$ cat src/rtl/sram_arbiter_pkg.sv
// Shared types for the SRAM arbiter: requester identifiers and the read-return tag.
package sram_arbiter_pkg;

    localparam int unsigned NumPorts = 3;

    typedef enum logic [1:0] {
        PORT_VGA  = 2'd0,
        PORT_DEC  = 2'd1,
        PORT_UART = 2'd2
    } sram_port_e;

    typedef struct packed {
        logic       valid;
        sram_port_e port;
    } arb_tag_t;

endpackage

$ cat src/rtl/sram_tag_pipe.sv
// Latency-matched shift register of read tags; the last stage steers rvalid to the issuing port.
module sram_tag_pipe
    import sram_arbiter_pkg::*;
#(
    parameter int unsigned Depth = 3
) (
    input  logic                Clock,
    input  logic                Resetn,
    input  arb_tag_t            tag_i,
    output logic [NumPorts-1:0] rvalid_o
);

    arb_tag_t stage_q [Depth];
    arb_tag_t last;

    always_ff @(posedge Clock or negedge Resetn) begin
        if (!Resetn) begin
            for (int i = 0; i < Depth; i++) begin
                stage_q[i] <= '0;
            end
        end else begin
            stage_q[0] <= tag_i;
            for (int i = 1; i < Depth; i++) begin
                stage_q[i] <= stage_q[i-1];
            end
        end
    end

    assign last = stage_q[Depth-1];

    always_comb begin
        rvalid_o = '0;
        for (int k = 0; k < NumPorts; k++) begin
            rvalid_o[k] = last.valid && (last.port == sram_port_e'(2'(k)));
        end
    end

endmodule

$ cat src/rtl/sram_arbiter.sv
// Three-port SRAM scheduler: VGA has absolute priority, decoder beats UART except when the
// UART has been denied long enough to force a grant. Read data is routed back by tag.
module sram_arbiter
    import sram_arbiter_pkg::*;
#(
    parameter int unsigned READ_LAT = 2,
    parameter int unsigned WAIT_MAX = 8
) (
    input  logic                Clock,
    input  logic                Resetn,
    input  logic [NumPorts-1:0] req_i,
    input  logic [NumPorts-1:0] we_i,
    input  logic [17:0]         addr_i [NumPorts],
    input  logic [15:0]         wdata_i [NumPorts],
    output logic [NumPorts-1:0] gnt_o,
    output logic [NumPorts-1:0] rvalid_o,
    output logic [15:0]         rdata_o,
    output logic [17:0]         SRAM_address,
    output logic [15:0]         SRAM_write_data,
    output logic                SRAM_we_n,
    input  logic [15:0]         SRAM_read_data,
    output logic                uart_starved_o
);

    logic [17:0] sram_addr_q, sram_addr_d;
    logic [15:0] sram_wdata_q, sram_wdata_d;
    logic        sram_we_n_q, sram_we_n_d;
    logic [3:0]  wait_cnt_q, wait_cnt_d;
    logic        force_uart;
    logic        any_gnt;
    sram_port_e  winner;
    arb_tag_t    issue_tag;

    assign force_uart = (wait_cnt_q == 4'(WAIT_MAX));

    always_comb begin
        gnt_o  = '0;
        winner = PORT_VGA;
        if (req_i[PORT_VGA]) begin
            gnt_o[PORT_VGA] = 1'b1;
            winner          = PORT_VGA;
        end else if (force_uart && req_i[PORT_UART]) begin
            gnt_o[PORT_UART] = 1'b1;
            winner           = PORT_UART;
        end else if (req_i[PORT_DEC]) begin
            gnt_o[PORT_DEC] = 1'b1;
            winner          = PORT_DEC;
        end else if (req_i[PORT_UART]) begin
            gnt_o[PORT_UART] = 1'b1;
            winner           = PORT_UART;
        end
    end

    assign any_gnt = |gnt_o;

    always_comb begin
        sram_addr_d  = sram_addr_q;
        sram_wdata_d = sram_wdata_q;
        sram_we_n_d  = 1'b1;
        if (any_gnt) begin
            sram_addr_d  = addr_i[winner];
            sram_wdata_d = wdata_i[winner];
            sram_we_n_d  = ~we_i[winner];
        end
    end

    // VGA cycles freeze the count: they neither add to nor relieve UART starvation.
    always_comb begin
        wait_cnt_d = wait_cnt_q;
        if (!req_i[PORT_UART] || gnt_o[PORT_UART]) begin
            wait_cnt_d = '0;
        end else if (!req_i[PORT_VGA] && !force_uart) begin
            wait_cnt_d = wait_cnt_q + 4'd1;
        end
    end

    always_ff @(posedge Clock or negedge Resetn) begin
        if (!Resetn) begin
            sram_addr_q  <= '0;
            sram_wdata_q <= '0;
            sram_we_n_q  <= 1'b1;
            wait_cnt_q   <= '0;
        end else begin
            sram_addr_q  <= sram_addr_d;
            sram_wdata_q <= sram_wdata_d;
            sram_we_n_q  <= sram_we_n_d;
            wait_cnt_q   <= wait_cnt_d;
        end
    end

    assign issue_tag.valid = any_gnt & ~we_i[winner];
    assign issue_tag.port  = winner;

    sram_tag_pipe #(
        .Depth(READ_LAT + 1)
    ) u_tag_pipe (
        .Clock   (Clock),
        .Resetn  (Resetn),
        .tag_i   (issue_tag),
        .rvalid_o(rvalid_o)
    );

    assign SRAM_address    = sram_addr_q;
    assign SRAM_write_data = sram_wdata_q;
    assign SRAM_we_n       = sram_we_n_q;
    assign rdata_o         = SRAM_read_data;
    assign uart_starved_o  = force_uart;

endmodule

$ cat config.mk
export PLATFORM = sky130hd
export DESIGN_NAME = sram_arbiter
export DESIGN_NICKNAME = d
export VERILOG_FILES = /design/src/rtl/sram_arbiter_pkg.sv /design/src/rtl/sram_tag_pipe.sv /design/src/rtl/sram_arbiter.sv
export SDC_FILE = /design/constraint.sdc
export NUM_CORES = 1
export LEC_CHECK = 0
export ABC_AREA = 1
export BUFFER_PORTS_ARGS = -buffer_cell sky130_fd_sc_hd__buf_4
export CAP_MARGIN = 20
export CELL_PAD_IN_SITES_DETAIL_PLACEMENT = 1
export CELL_PAD_IN_SITES_GLOBAL_PLACEMENT = 1
export CORE_MARGIN = 1.5
export CORE_UTILIZATION = 32
export CTS_CLUSTER_SIZE = 20
export DETAILED_ROUTE_END_ITERATION = 12
export PLACE_DENSITY = 0.92
export RECOVER_POWER = 25
export SLEW_MARGIN = 10
export SYNTH_ARGS = -nofsm -noshare
export SYNTH_HDL_FRONTEND = slang
export SYNTH_HIERARCHICAL = 1
export SYNTH_SLANG_ARGS = --single-unit
$ cat constraint.sdc
create_clock -name Clock -period 2.4 [get_ports Clock]
set_input_delay 0.12 -clock Clock [delete_from_list [all_inputs] [get_ports Clock]]
set_output_delay 0.12 -clock Clock [all_outputs]
set_load 0.01 [all_outputs]
# == Word level (Yosys, flattened, before mapping) ==
# Cells that the tools add are included.
# totals
word_cells,53
regBits,48
# classes
n_eq_ne,3
n_reduce_logical,12
n_bitwise,3
mux,22
order_cmp,2
add_sub_neg,1
# op_table
cell,n
$bmux W18 S2,1
$mux W18,2
$bmux W16 S2,1
$mux W16,2
$mux W2,5
$mux W1,8
$mux W4,2
$logic_and A1 B1 Y1,5
$add A4 B1 Y4 const B,1
$eq A4 B4 Y1 const B,1
$ge A3 B3 Y1 const B,1
$logic_not A1 Y1,3
$lt A2 B3 Y1 const B,1
$not A2 Y3,1
$reduce_or A3 Y1,1
$bmux W1 S2,1
$eq A2 B1 Y1 const B,1
$eq A2 B2 Y1 const B,1
$logic_not A2 Y1,1
$reduce_bool A2 Y1,1
$and A1 B1 Y1,1
$logic_or A1 B1 Y1,1
$not A1 Y1,1

# == Longest topological paths before layout ==
# depth
depth_word,8
ltp_mapped,10

# == Hierarchy ==
# Netlist, hierarchy kept.
# modules_own_cells
module,area_per_inst_um2,cells_each,seq_area_each_um2,instances
sram_arbiter,3099.2,499,977.2,1
sram_tag_pipe,251.5,16,225.2,1

# == Least setup slack after synthesis ==
# Ideal clock, no wire load.
# synth_path
path_kind,reg-to-reg
start,reg wait_cnt_q[0]
end,reg sram_addr_q[10] (netlist: SRAM_address[10])
path_stages_with_launch,11
t_arrival_ps,1371
setup_slack_ps,912
synth_period_minus_slack_ps,1488
cell_sequence,dfrtp_1 -> inv_1 -> ha_1 -> nand3_1 -> nand2_1 -> nand2_2 -> buf_6 -> buf_6 -> nand3_2 -> nand3_1 -> nand2_1
# synth_between
elab_chain_cells,8
elab_cells_between_ends,12
# synth_rtl
item,line_no,rtl
"start, declared",sram_arbiter.sv:28,"logic [3:0] wait_cnt_q, wait_cnt_d;"
"start signal, assigned",sram_arbiter.sv:87,wait_cnt_q <= wait_cnt_d;
$eq A4 B4 Y1 (*),sram_arbiter.sv:34,assign force_uart = (wait_cnt_q == 4'(WAIT_MAX));
$logic_and A1 B1 Y1 (*),sram_arbiter.sv:42,end else if (force_uart && req_i[PORT_UART]) begin
$mux W2,sram_arbiter.sv:42,
$mux W2,sram_arbiter.sv:39,if (req_i[PORT_VGA]) begin
$not A2 Y3 (implied by the code),sram_arbiter.sv:61,sram_addr_d = addr_i[winner];
$bmux W18 S2,sram_arbiter.sv:61,
$mux W18 (implied by the code) (2 in a row),sram_arbiter.sv:61,
"end signal, assigned",sram_arbiter.sv:84,sram_addr_q <= sram_addr_d;
"end, declared",sram_arbiter.sv:25,"logic [17:0] sram_addr_q, sram_addr_d;"
# Mark *: on every way between the ends. The rest lies on a longest branch, timed or not. The select of a mux whose other input is x is not followed.
# A chain may end at the register's enable or synchronous reset.

# == Worst setup path in the final report ==
# layout_path
start,reg wait_cnt_q[0]
end,out gnt_o[2]
# layout_between
elab_chain_cells,4
# layout_rtl
item,line_no,rtl
$eq A4 B4 Y1,sram_arbiter.sv:34,
$logic_and A1 B1 Y1,sram_arbiter.sv:42,
$mux W1,sram_arbiter.sv:42,
$mux W2,sram_arbiter.sv:39,
"end, declared",sram_arbiter.sv:15,"output logic [NumPorts-1:0] gnt_o,"
# Every way passes these cells.

==> reports/summary.log <==
qor: status.result_of_the_run complete, no violations
qor: synth.synth_sequential_area_ratio 35.9%
qor: drt.detail_route.first_pass.iterations 4
qor: worst_setup_path.ff2ff_path_depth 9
qor: clock_tree.cts_repair_resize_count 0
qor: worst_setup_path.crit_path_start_kind flop
qor: timing.fin_crit_sh 91.6%
qor: drt.total_number_of_vias 3593
qor: pwr.power_leakage 2.77 nW
qor: placed_design.dp_hpwl 8.29 mm
qor: layout.num-nets-final 765
qor: worst_setup_path.critical_path.cell_chain inv_1 -> ha_1 -> nand3_1 -> nand2_1 -> nand2_2 -> buf_4 -> inv_1 -> buf_4
qor: clock_tree.cts_buffer_depth 2
qor: pwr.max-vdd-ir-drop 287 uV
qor: layout.fillerInstances 1345
qor: synth.syn_nets 643
qor: layout.layout_commonest_cell nand2_1
qor: worst_setup_path.slowest_stage dfrtp_1
qor: placed_design.buffers_on_ports 151
qor: timing.setup_ws 201 ps
qor: layout.synthToLayoutAreaGrowth 35.4%
qor: timing.hold_violation_count_in_the_final_report 0
qor: pwr.powerDensity 488 mW/mm^2
qor: job.max_cap_check_violation_count 0
qor: worst_setup_path.crit_arrival 2080 ps
qor: floorplan.num_rows 37
qor: layout.fin_util 44.4%
qor: floorplan.pin_count 184
qor: placed_design.place_ws 404 ps
qor: placed_design.place.gp.congestion 0.798
qor: timing.final_max_slew_viol_count 0
qor: synth.ys_seq_elements 48
qor: worst_setup_path.timing_worst_setup_path_type flop to output pin
qor: clock_tree.h-tree-depth 2
qor: clock_tree.tritoncts_buffers 5
qor: worst_setup_path.cp-end-kind output pin
qor: pwr.p_total 0.00222 W
qor: synth.synth.cell_area 0.00335 mm^2
qor: timing.finalClockSkew 6.42 ps
qor: clock_tree.tritoncts yes
qor: floorplan.initial_utilization 32.8%
qor: timing.worstMarginPinSlew 1250 ps
qor: floorplan.floorplan.die.height 105 um
qor: layout.top_library_cells_by_usage_in_the_layout_fill_and_taps_aside nand2_1, buf_4, inv_1
qor: global_route.track_usage 20.8%
qor: timing.setup_repair_after_global_routing_missed_its_margin false
qor: synth.post_synth_inst_count 515
qor: timing.max_clock_freq 0.455 GHz
qor: global_route.largest_net_degree_at_the_start_of_global_routing 49
qor: drt.drt-vias-per-instance 4.64
qor: global_route.antenna_found_initial 0
qor: worst_setup_path.critPathMaxFanout 16
qor: worst_hold_path.hold_path.class input pin to flop
qor: clock_tree.insertion_delay 290 ps
qor: drt.detail_route.drc_violations 0
qor: clock_tree.clk_transition_reported_paths 90 ps
qor: synth.postSynthAreaPerCell 6.51 um^2
qor: timing.fin_crit 2200 ps
qor: clock_tree.cts.sink_count 48
qor: timing.relSlewSlack 16.6%
qor: layout.diodes 0
qor: drt.route.final.wire_length 11.3 mm
qor: drt.detailedRoute.firstIterationViolations 156
qor: timing.fin_tns_setup 0 ps
qor: drt.routed_wire_length_per_instance 14.6 um
qor: floorplan.die_width 105 um
qor: global_route.grt_first_pass_wirelength 18.7 mm
qor: worst_setup_path.cp_slowest_stage_delay 420 ps
qor: clock_tree.cts.root.buffer_cell clkbuf_8
qor: floorplan.die_area 0.0111 mm^2
qor: layout.drive_gt1_share 29.0%
qor: global_route.gr-total-overflow 0
qor: layout.final_cells 774
qor: worst_setup_path.cp.required 2280 ps
qor: placed_design.dp_cells 765
qor: global_route.number_of_global_route_vias_before_repair 3870
qor: worst_hold_path.min_delay_path_depth 4
qor: synth.count_of_cell_types_in_the_netlist 22
qor: drt.detail-route-antenna-nets 0
qor: floorplan.fp.coreArea 0.0102 mm^2
qor: synth.synthesis.yosys.warnings 6
qor: timing.setup_viol 0
## layout make-up
cell class,count,area [um^2],area share [%]
multi-input cells,307,1420,31.2
flip-flops and latches,48,1200,26.5
inverters,116,438,9.65
clock inverters,2,35.0,0.772
clock buffers,6,72.6,1.60
repair buffers,159,1200,26.5
well taps,136,170,3.75
## flip-flops by register name, summed over array words and instances, names as in the netlist
| register | cells |
|---|---|
| SRAM_address | 18 |
| SRAM_we_n | 1 |
| SRAM_write_data | 16 |
| u_tag_pipe/last | 3 |
| u_tag_pipe/stage_q | 6 |
| wait_cnt_q | 4 |
## synthesized netlist by cell type
| library cell | n | area share [%] |
|---|---|---|
| nand2_1 | 181 | 20 |
| inv_1 | 112 | 13 |
| nand3_1 | 96 | 14 |
| dfrtp_1 | 47 | 35 |
| buf_4 | 25 | 5.6 |
| buf_2 | 15 | 2.2 |
| nand3_2 | 11 | 3.3 |
| nor2_1 | 6 | 0.67 |
| inv_2 | 3 | 0.34 |
| a21oi_1 | 2 | 0.30 |
| buf_6 | 2 | 0.67 |
| clkbuf_1 | 2 | 0.22 |
| ha_1 | 2 | 0.75 |
| nor2_4 | 2 | 0.67 |
| xor2_1 | 2 | 0.52 |
| dfstp_2 | 1 | 0.78 |
| inv_4 | 1 | 0.19 |
| nand2_2 | 1 | 0.19 |
| nand2_4 | 1 | 0.34 |
| nand4_1 | 1 | 0.19 |
| nand4_4 | 1 | 0.63 |
| o21ai_0 | 1 | 0.15 |
## cell families (layout without fill, tap and decap cells)
kind of cell               after synthesis  in the layout  share of synthesized area (%)
and+or+nand+nor                        300            300                           40.6
buffers and inverters                  160            283                           21.8
DFF                                     48             48                           35.9
AOI/OAI and AO/OA                        3              3                          0.448
adders and majority gates                2              2                          0.747
xor gates and xnor gates                 2              2                          0.523
## where the power goes
part           total, W  internal [W]  switching (W)
combinational  0.000656      0.000322       0.000334
clock          0.000589      0.000310       0.000279
sequential     0.000971      0.000902      0.0000690
total           0.00222       0.00153       0.000682
## layer usage
| metal | vias to the layer above | share of wire [%] | global-route usage (%) |
|---|---|---|---|
| li1 | 1749 | - | - |
| met1 | 1724 | 42 | 25.3 |
| met2 | 112 | 52 | 38.4 |
| met3 | 8 | 5.4 | 4.08 |
| met4 | 0 | 0.44 | 3.62 |
| met5 | - | 0 | 0 |
## worst max-delay path: cells and delay by family, from the launching register on
| kind | cells | cell delay, ps |
|---|---|---|
| and+or+nand+nor | 3 | 490 |
| adders and majority gates | 1 | 240 |
| buffers and inverters | 4 | 620 |
| DFF | 1 | 420 |
## worst paths after layout
kind | from | endpoint | slack, ps
max | wait_cnt_q[0]$_DFFE_PN0P_ | gnt_o[2] | 200
min | we_i[2] | SRAM_we_n$_DFF_PN1_ | 80
max reg2reg | wait_cnt_q[0]$_DFFE_PN0P_ | SRAM_address[13]$_DFFE_PN0P_ | 410
min reg2reg | u_tag_pipe/stage_q[4]$_DFF_PN0_ | u_tag_pipe/last[1]$_DFF_PN0_ | 360
max in group asynchronous | Resetn | wait_cnt_q[0]$_DFFE_PN0P_ | 1020
min in group asynchronous | Resetn | SRAM_address[6]$_DFFE_PN0P_ | 620
## stage by stage
stage | area (um^2) | hold WS (ps)
after floorplan | 3350 | -176
after global placement | 4430 | 182
after detailed placement | 4430 | 191
after CTS | 4540 | 64.5
after global routing | 4540 | 129
final | 4540 | 75.9
## what timing repair did
action,in CTS,in global routing
hold buffers,1,0
buffers inserted,0,0
endpoints found under the hold margin,47,0
endpoints found under the setup margin,0,0
Power figures use the tool's default switching activity.
